$ cat src/rtl/sram_arbiter_if.sv
// ============================================================================
// Module : sram_arbiter_if
// Bundles the video fetch port, drawing port and SRAM pins of sram_arbiter.
// Rev    : 1.0 - initial release
// ============================================================================
`default_nettype none

interface sram_arbiter_if;
  // video fetch port
  logic        vid_req;
  logic [17:0] vid_addr;
  logic        vid_ack;
  logic [15:0] vid_data;
  logic        vid_valid;
  // drawing port
  logic [17:0] wb_address;
  logic        wb_read;
  logic        wb_write;
  logic [15:0] wb_data_write;
  logic [15:0] wb_data_read;
  logic        wb_ready;
  // SRAM pins
  logic [17:0] sram_addr;
  logic [15:0] sram_dq_out;
  logic        sram_dq_oe;
  logic [15:0] sram_dq_in;
  logic        sram_ce_n;
  logic        sram_oe_n;
  logic        sram_we_n;

  modport slave (
    input  vid_req, vid_addr, wb_address, wb_read, wb_write, wb_data_write, sram_dq_in,
    output vid_ack, vid_data, vid_valid, wb_data_read, wb_ready,
           sram_addr, sram_dq_out, sram_dq_oe, sram_ce_n, sram_oe_n, sram_we_n
  );

  modport master (
    output vid_req, vid_addr, wb_address, wb_read, wb_write, wb_data_write, sram_dq_in,
    input  vid_ack, vid_data, vid_valid, wb_data_read, wb_ready,
           sram_addr, sram_dq_out, sram_dq_oe, sram_ce_n, sram_oe_n, sram_we_n
  );
endinterface

`default_nettype wire

$ cat src/rtl/sram_arbiter.sv
// ============================================================================
// Module : sram_arbiter
// Shares one 16-bit SRAM between the video fetch port (priority) and the
// drawing port, with a bounded video run so drawing never starves.
// Rev    : 1.0 - initial release
// ============================================================================
`default_nettype none

module sram_arbiter #(
  parameter int ACCESS_CYCLES = 2,
  parameter int MAX_VID_RUN   = 8
) (
  input  wire logic     clk,
  input  wire logic     reset_n,
  sram_arbiter_if.slave bus
);

  localparam int C_CNT_W = (ACCESS_CYCLES > 1) ? $clog2(ACCESS_CYCLES) : 1;
  localparam int C_RUN_W = ($clog2(MAX_VID_RUN + 1) > 4) ? $clog2(MAX_VID_RUN + 1) : 4;
  localparam logic [C_CNT_W-1:0] C_CNT_LAST = C_CNT_W'(ACCESS_CYCLES - 1);
  localparam logic [C_RUN_W-1:0] C_RUN_MAX  = C_RUN_W'(MAX_VID_RUN);
  localparam logic [C_RUN_W-1:0] C_RUN_SAT  = {C_RUN_W{1'b1}};

  typedef enum logic [2:0] {
    S_IDLE = 3'd0,
    S_VRD  = 3'd1,
    S_WRD  = 3'd2,
    S_WWR  = 3'd3,
    S_WREC = 3'd4
  } state_t;

  state_t               r_state;
  logic [C_CNT_W-1:0]   r_cnt;
  logic [C_RUN_W-1:0]   r_vid_run;

  logic                 r_pend;
  logic                 r_pend_wr;
  logic [17:0]          r_pend_addr;
  logic [15:0]          r_pend_data;

  logic                 r_vid_ack;
  logic                 r_vid_valid;
  logic [15:0]          r_vid_data;
  logic [15:0]          r_wb_data_read;
  logic                 r_wb_ready;
  logic [17:0]          r_sram_addr;
  logic [15:0]          r_sram_dq_out;
  logic                 r_sram_dq_oe;
  logic                 r_sram_ce_n;
  logic                 r_sram_oe_n;
  logic                 r_sram_we_n;

  logic                 w_capture;
  logic                 w_vid_grant;

  assign w_capture   = r_wb_ready & (bus.wb_read | bus.wb_write);
  assign w_vid_grant = bus.vid_req & (~r_pend | (r_vid_run < C_RUN_MAX));

  always_ff @(posedge clk or negedge reset_n) begin
    if (!reset_n) begin
      r_state        <= S_IDLE;
      r_cnt          <= '0;
      r_vid_run      <= '0;
      r_pend         <= 1'b0;
      r_pend_wr      <= 1'b0;
      r_pend_addr    <= '0;
      r_pend_data    <= '0;
      r_vid_ack      <= 1'b0;
      r_vid_valid    <= 1'b0;
      r_vid_data     <= '0;
      r_wb_data_read <= '0;
      r_wb_ready     <= 1'b1;
      r_sram_addr    <= '0;
      r_sram_dq_out  <= '0;
      r_sram_dq_oe   <= 1'b0;
      r_sram_ce_n    <= 1'b1;
      r_sram_oe_n    <= 1'b1;
      r_sram_we_n    <= 1'b1;
    end else begin
      r_vid_ack   <= 1'b0;
      r_vid_valid <= 1'b0;

      // A held request is latched once; write wins if both strobes are set.
      if (w_capture) begin
        r_pend      <= 1'b1;
        r_pend_wr   <= bus.wb_write;
        r_pend_addr <= bus.wb_address;
        r_pend_data <= bus.wb_data_write;
        r_wb_ready  <= 1'b0;
      end

      if (!r_pend) begin
        r_vid_run <= '0;
      end

      case (r_state)
        S_IDLE: begin
          if (w_vid_grant) begin
            r_state     <= S_VRD;
            r_cnt       <= '0;
            r_sram_addr <= bus.vid_addr;
            r_sram_ce_n <= 1'b0;
            r_sram_oe_n <= 1'b0;
            r_vid_ack   <= 1'b1;
            if (r_pend && (r_vid_run != C_RUN_SAT)) begin
              r_vid_run <= r_vid_run + 1'b1;
            end
          end else if (r_pend) begin
            r_pend      <= 1'b0;
            r_vid_run   <= '0;
            r_cnt       <= '0;
            r_sram_addr <= r_pend_addr;
            r_sram_ce_n <= 1'b0;
            if (r_pend_wr) begin
              r_state       <= S_WWR;
              r_sram_dq_out <= r_pend_data;
              r_sram_dq_oe  <= 1'b1;
              r_sram_we_n   <= 1'b0;
            end else begin
              r_state     <= S_WRD;
              r_sram_oe_n <= 1'b0;
            end
          end
        end

        S_VRD: begin
          if (r_cnt == C_CNT_LAST) begin
            r_state     <= S_IDLE;
            r_vid_data  <= bus.sram_dq_in;
            r_vid_valid <= 1'b1;
            r_sram_ce_n <= 1'b1;
            r_sram_oe_n <= 1'b1;
          end else begin
            r_cnt <= r_cnt + 1'b1;
          end
        end

        S_WRD: begin
          if (r_cnt == C_CNT_LAST) begin
            r_state        <= S_IDLE;
            r_wb_data_read <= bus.sram_dq_in;
            r_wb_ready     <= 1'b1;
            r_sram_ce_n    <= 1'b1;
            r_sram_oe_n    <= 1'b1;
          end else begin
            r_cnt <= r_cnt + 1'b1;
          end
        end

        S_WWR: begin
          // Release we_n first; ce_n, address and data hold through recovery.
          if (r_cnt == C_CNT_LAST) begin
            r_state     <= S_WREC;
            r_sram_we_n <= 1'b1;
          end else begin
            r_cnt <= r_cnt + 1'b1;
          end
        end

        S_WREC: begin
          r_state      <= S_IDLE;
          r_sram_ce_n  <= 1'b1;
          r_sram_dq_oe <= 1'b0;
          r_wb_ready   <= 1'b1;
        end

        default: begin
          r_state      <= S_IDLE;
          r_sram_ce_n  <= 1'b1;
          r_sram_oe_n  <= 1'b1;
          r_sram_we_n  <= 1'b1;
          r_sram_dq_oe <= 1'b0;
        end
      endcase
    end
  end

  assign bus.vid_ack      = r_vid_ack;
  assign bus.vid_valid    = r_vid_valid;
  assign bus.vid_data     = r_vid_data;
  assign bus.wb_data_read = r_wb_data_read;
  assign bus.wb_ready     = r_wb_ready;
  assign bus.sram_addr    = r_sram_addr;
  assign bus.sram_dq_out  = r_sram_dq_out;
  assign bus.sram_dq_oe   = r_sram_dq_oe;
  assign bus.sram_ce_n    = r_sram_ce_n;
  assign bus.sram_oe_n    = r_sram_oe_n;
  assign bus.sram_we_n    = r_sram_we_n;

endmodule

`default_nettype wire

$ cat src/flat_wrapper.sv
// flat-port wrapper written by rule: the top's interface ports become plain ports
module sram_arbiter_flat 
#(
  parameter int ACCESS_CYCLES = 2,
  parameter int MAX_VID_RUN   = 8
)
  (clk, reset_n, bus_vid_req, bus_vid_addr, bus_wb_address, bus_wb_read, bus_wb_write, bus_wb_data_write, bus_sram_dq_in, bus_vid_ack, bus_vid_data, bus_vid_valid, bus_wb_data_read, bus_wb_ready, bus_sram_addr, bus_sram_dq_out, bus_sram_dq_oe, bus_sram_ce_n, bus_sram_oe_n, bus_sram_we_n);
  sram_arbiter_if bus_i ();
  input  wire logic clk;
  input  wire logic reset_n;
  input wire logic [$bits(bus_i.vid_req)-1:0] bus_vid_req;
  input wire logic [$bits(bus_i.vid_addr)-1:0] bus_vid_addr;
  input wire logic [$bits(bus_i.wb_address)-1:0] bus_wb_address;
  input wire logic [$bits(bus_i.wb_read)-1:0] bus_wb_read;
  input wire logic [$bits(bus_i.wb_write)-1:0] bus_wb_write;
  input wire logic [$bits(bus_i.wb_data_write)-1:0] bus_wb_data_write;
  input wire logic [$bits(bus_i.sram_dq_in)-1:0] bus_sram_dq_in;
  output wire logic [$bits(bus_i.vid_ack)-1:0] bus_vid_ack;
  output wire logic [$bits(bus_i.vid_data)-1:0] bus_vid_data;
  output wire logic [$bits(bus_i.vid_valid)-1:0] bus_vid_valid;
  output wire logic [$bits(bus_i.wb_data_read)-1:0] bus_wb_data_read;
  output wire logic [$bits(bus_i.wb_ready)-1:0] bus_wb_ready;
  output wire logic [$bits(bus_i.sram_addr)-1:0] bus_sram_addr;
  output wire logic [$bits(bus_i.sram_dq_out)-1:0] bus_sram_dq_out;
  output wire logic [$bits(bus_i.sram_dq_oe)-1:0] bus_sram_dq_oe;
  output wire logic [$bits(bus_i.sram_ce_n)-1:0] bus_sram_ce_n;
  output wire logic [$bits(bus_i.sram_oe_n)-1:0] bus_sram_oe_n;
  output wire logic [$bits(bus_i.sram_we_n)-1:0] bus_sram_we_n;
  assign bus_i.vid_req = bus_vid_req;
  assign bus_i.vid_addr = bus_vid_addr;
  assign bus_i.wb_address = bus_wb_address;
  assign bus_i.wb_read = bus_wb_read;
  assign bus_i.wb_write = bus_wb_write;
  assign bus_i.wb_data_write = bus_wb_data_write;
  assign bus_i.sram_dq_in = bus_sram_dq_in;
  assign bus_vid_ack = bus_i.vid_ack;
  assign bus_vid_data = bus_i.vid_data;
  assign bus_vid_valid = bus_i.vid_valid;
  assign bus_wb_data_read = bus_i.wb_data_read;
  assign bus_wb_ready = bus_i.wb_ready;
  assign bus_sram_addr = bus_i.sram_addr;
  assign bus_sram_dq_out = bus_i.sram_dq_out;
  assign bus_sram_dq_oe = bus_i.sram_dq_oe;
  assign bus_sram_ce_n = bus_i.sram_ce_n;
  assign bus_sram_oe_n = bus_i.sram_oe_n;
  assign bus_sram_we_n = bus_i.sram_we_n;
  sram_arbiter #(.ACCESS_CYCLES(ACCESS_CYCLES), .MAX_VID_RUN(MAX_VID_RUN)) u_core (.clk(clk), .reset_n(reset_n), .bus(bus_i));
endmodule
$ cat config.mk
export PLATFORM = sky130hd
export DESIGN_NAME = sram_arbiter_flat
export DESIGN_NICKNAME = d
export VERILOG_FILES = /design/src/rtl/sram_arbiter_if.sv /design/src/rtl/sram_arbiter.sv /design/src/flat_wrapper.sv
export SDC_FILE = /design/constraint.sdc
export NUM_CORES = 1
export LEC_CHECK = 0
export CORE_ASPECT_RATIO = 1.2
export CORE_MARGIN = 4
export CORE_UTILIZATION = 47
export DETAILED_ROUTE_END_ITERATION = 12
export GPL_TIMING_DRIVEN = 0
export PLACE_DENSITY = 0.76
export SLEW_MARGIN = 15
export SYNTH_ARGS = -nofsm -noshare
export SYNTH_HDL_FRONTEND = slang
export SYNTH_SLANG_ARGS = --single-unit
$ cat constraint.sdc
create_clock -name clk -period 1.95 [get_ports clk]
set_input_delay 0.39 -clock clk [delete_from_list [all_inputs] [get_ports clk]]
set_output_delay 0.39 -clock clk [all_outputs]
set_load 0.02 [all_outputs]
==> metrics.md <==
| Metric | Value |
|---|---|
| Site row count | 40 |
| DRT Wirelength | 10.8 mm |
| DP Cell Count | 601 |
| Initial Utilization | 48.0% |
| DR WL/cell | 17.0 um |
| Setup TNS Final | 0 ps |
| Worst setup startpoint | u_core.r_state[2] |
| Final ANT Viol Nets | 0 |
| Synth Cell Area | 4780 um2 |
| Routed vias/inst | 5.14 |
| P_int | 0.00844 W |
| Number of port buffers | 145 |
| Depth of the most critical reg-to-reg path | 4 |
| Crit-path max FO | 10 |
| I/O pins | 146 |
| F_max | 0.553 GHz |
| Antenna diodes | 0 |
| Combinational Power Share | 39.4% |
| Final Net Count | 569 |
| Yosys top cell area share | 59.1% |
| Total number of vias | 3261 |
| # fillers | 731 |
| Final slew viol count | 0 |
| CP Capture Type | flop |
| Sequential Power Share | 34.3% |
| Largest net degree at the start of global routing | 78 |
| Crit-path leading delay family | compound AO/OA/AOI/OAI gates |
| FF+latch count, synth | 117 |
| Synthesized net count | 403 |
| Final HPWL DP | 7.66 mm |
| WS Path Type | reg2reg |
| Clock Latency Late Sink | 400 ps |
| Period utilization | 92.8% |
| Synth area leaders | dfrtp_1 59%, mux2_2 16%, o21ai_0 4.4% |
| Reg clk slew, reported paths | 50 ps |
| Largest area contributor in the netlist | dfrtp_1 |
| Switch share | 32.1% |
| Max-cap violations | 0 |
| Yosys warns | 0 |
| Final Hold Viols | 0 |
| Clk pwr share | 26.2% |
| TritonCTS Sinks | 117 |
| Critical path arrival | 2120 ps |
| Max_slew headroom | 50.3% |
| Die X | 100 um |
| Post-synthesis sequential area ratio | 61.3% |
| H-tree depth | 4 |
| Ratio of cells with drive above 1 in the final layout | 26.8% |
| DRC violations left | 0 |
| First-pass GRT wire length | 18.0 mm |
| Worst R2R Setup Slack | 140 ps |
| Max stage delay cell, worst path | dfrtp_1 |
| Clk buf depth | 2 |
| Worst vdd rail ir drop | 0.812 mV |
| Root buffer cell | clkbuf_16 |
| Critical Path Source Type | flop |
| Unrepaired setup endpoints after global routing | false |
| GRT overflow | 0 |
| DR pass1 iterations | 4 |
| Die area | 11900 um2 |
| Top_reg_cell synth | dfrtp_1 |
| Syn Inst Count | 329 |
| CP required | 2260 ps |
| Crit-path cells | nor3_4 > o21ai_1 > clkbuf_1 > o21ai_0 |
| GR Util All Layers | 19.5% |
| WP buf/inv | 1 |
| CTS tree | done |
| DR iter-0 viols | 88 |
| Unique masters post-synth | 42 |
| Worst Slack Setup Final | 140 ps |
| Syn Area/Cell | 14.5 um2 |
| Pre-CTS setup slack | -265 ps |
| Min Clock Period, post-route | 1810 ps |
| Worst Tran Pin Value | 740 ps |
| Worst hold path type | in2async |
| Worst r2r src | u_core.r_state[2] |
| Hold slack | 468 ps |
| Area grow syn2layout | 47.6% |
| Leakage | 3.07 nW |
| Ys async rst share | 100% |
| Power Dens Cells | 1760 nW/um2 |
| Non-filler cells, final | 634 |
| Setup bufs post-CTS | 0 |
| Critical Path Stages | 4 |
| Number of global-route vias before repair | 3602 |
| TritonCTS Buffers | 17 |
| Chip height | 119 um |
| Initial antenna violation count | 0 |
| Max incr delay on CP | 450 ps |
| Psw | 0.00399 W |
| # setup viols final | 0 |
| Status | finished, final reports clean |
| Post-synth EDFFs | 0 |
| Layout Skew | 4.28 ps |
| Routability congestion estimate from global placement | 0.736 |
| CORE AREA | 9960 um2 |
| RR Endpoint | u_core.bus.sram_addr[12] |
## per-layer routing
metal | share of wire (%) | global-route usage [%] | up-vias
met5 | 0 | 0 | -
met4 | 1.2 | 6.57 | 0
met3 | 6.0 | 6.55 | 12
met2 | 51 | 32.4 | 107
met1 | 41 | 23.8 | 1628
li1 | - | - | 1514
## timing repair
action | 4_1_cts | 5_1_grt
endpoints found under the setup margin | 4 | 0
endpoints found under the hold margin | 40 | 0
gates resized for setup | 4 | 0
hold buffers | 1 | 0
## how the worst max path moves through the flow
stage                               endpoint
floorplan             u_core.bus.vid_data[0]
global placement       u_core.r_pend_addr[4]
detailed placement    u_core.r_pend_data[13]
CTS                       bus_sram_dq_out[7]
global route         u_core.bus.sram_addr[8]
finish              u_core.bus.sram_addr[12]
## worst register-to-register path: stages (launching register included)
cell      delay (ps)
dfrtp_1          450
nor3_4           350
o21ai_1          380
clkbuf_1         310
o21ai_0          240
## flip-flops by register name (all words and copies together), names as in the netlist
register                 cells
u_core.bus.sram_addr        18
u_core.bus.sram_ce_n         1
u_core.bus.sram_dq_oe        1
u_core.bus.sram_dq_out      16
u_core.bus.sram_oe_n         1
u_core.bus.sram_we_n         1
u_core.bus.vid_ack           1
u_core.bus.vid_data         16
u_core.bus.vid_valid         1
u_core.bus.wb_data_read     16
u_core.bus.wb_ready          1
u_core.r_cnt                 1
u_core.r_pend                1
u_core.r_pend_addr          18
u_core.r_pend_data          16
u_core.r_pend_wr             1
u_core.r_state               3
u_core.r_vid_run             4
## per-stage QoR
step	cell area, um2	power (W)	util, %
2_1_floorplan	4780	0.00701	-
3_3_place_gp	6390	0.00909	64.2
3_5_place_dp	6420	0.00927	64.5
4_1_cts	7060	0.0126	70.9
5_1_grt	7060	0.0132	70.9
6_report	7060	0.0124	70.9
## synthesized netlist by cell type (2+ instances only)
cell,number
o21ai_0,42
mux2_1,3
dfstp_2,4
a21oi_1,2
nand2b_1,2
inv_1,2
and2_1,2
mux2i_1,18
mux2_4,11
clkbuf_1,6
buf_6,5
nor2b_1,2
nand3_1,2
nand2_1,6
o21ai_1,2
a21boi_0,6
buf_4,3
nor2_1,4
dfrtp_1,113
mux2_2,68
buf_2,5
## area by class of cell
class | count | area, um2 | share of cell area [%]
clock buffer | 19 | 453 | 6.42
clock inverter | 13 | 180 | 2.55
sequential | 117 | 2930 | 41.5
tap | 126 | 158 | 2.23
inverter | 2 | 7.51 | 0.106
buffer | 19 | 126 | 1.79
multi-input combinational | 191 | 1720 | 24.3
timing repair buffer | 147 | 1490 | 21.0
## power groups by stage
stage / clock (W) / sequential (W) / combinational (W)
finish: 0.00326 / 0.00426 / 0.00490
global route: 0.00344 / 0.00444 / 0.00528
CTS: 0.00331 / 0.00428 / 0.00498
detailed placement: 0 / 0.00429 / 0.00498
global placement: 0 / 0.00424 / 0.00485
floorplan: 0 / 0.00509 / 0.00193
## placed cells by master (no fill, tap or decap), types with 3 or more instances in the layout
master           count
nor2_1               4
dlygate4sd2_1        4
clkdlybuf4s50_1    140
a21boi_0             6
mux2_1               3
clkbuf_1             6
dfstp_2              4
buf_4                3
mux2i_1             18
buf_2                5
clkbuf_16           17
o21ai_0             42
mux2_2              68
mux2_4              11
buf_6                6
nand2_1              6
clkinv_2             3
dfrtp_1            113
clkinvlp_4           6
bufinv_16            4
## logic make-up (layout without fill, tap and decap cells)
logic type                 count (synthesis)  after routing  share of synthesized area (%)
muxes                                    100            100                           23.9
buffers and inverters                     21            200                           2.80
and+or+nand+nor                           29             29                           4.37
AOI/OAI and AO/OA                         61             61                           7.32
adders and majority gates                  1              1                          0.262
DFF                                      117            117                           61.3
(Power assumes the default switching activity.)
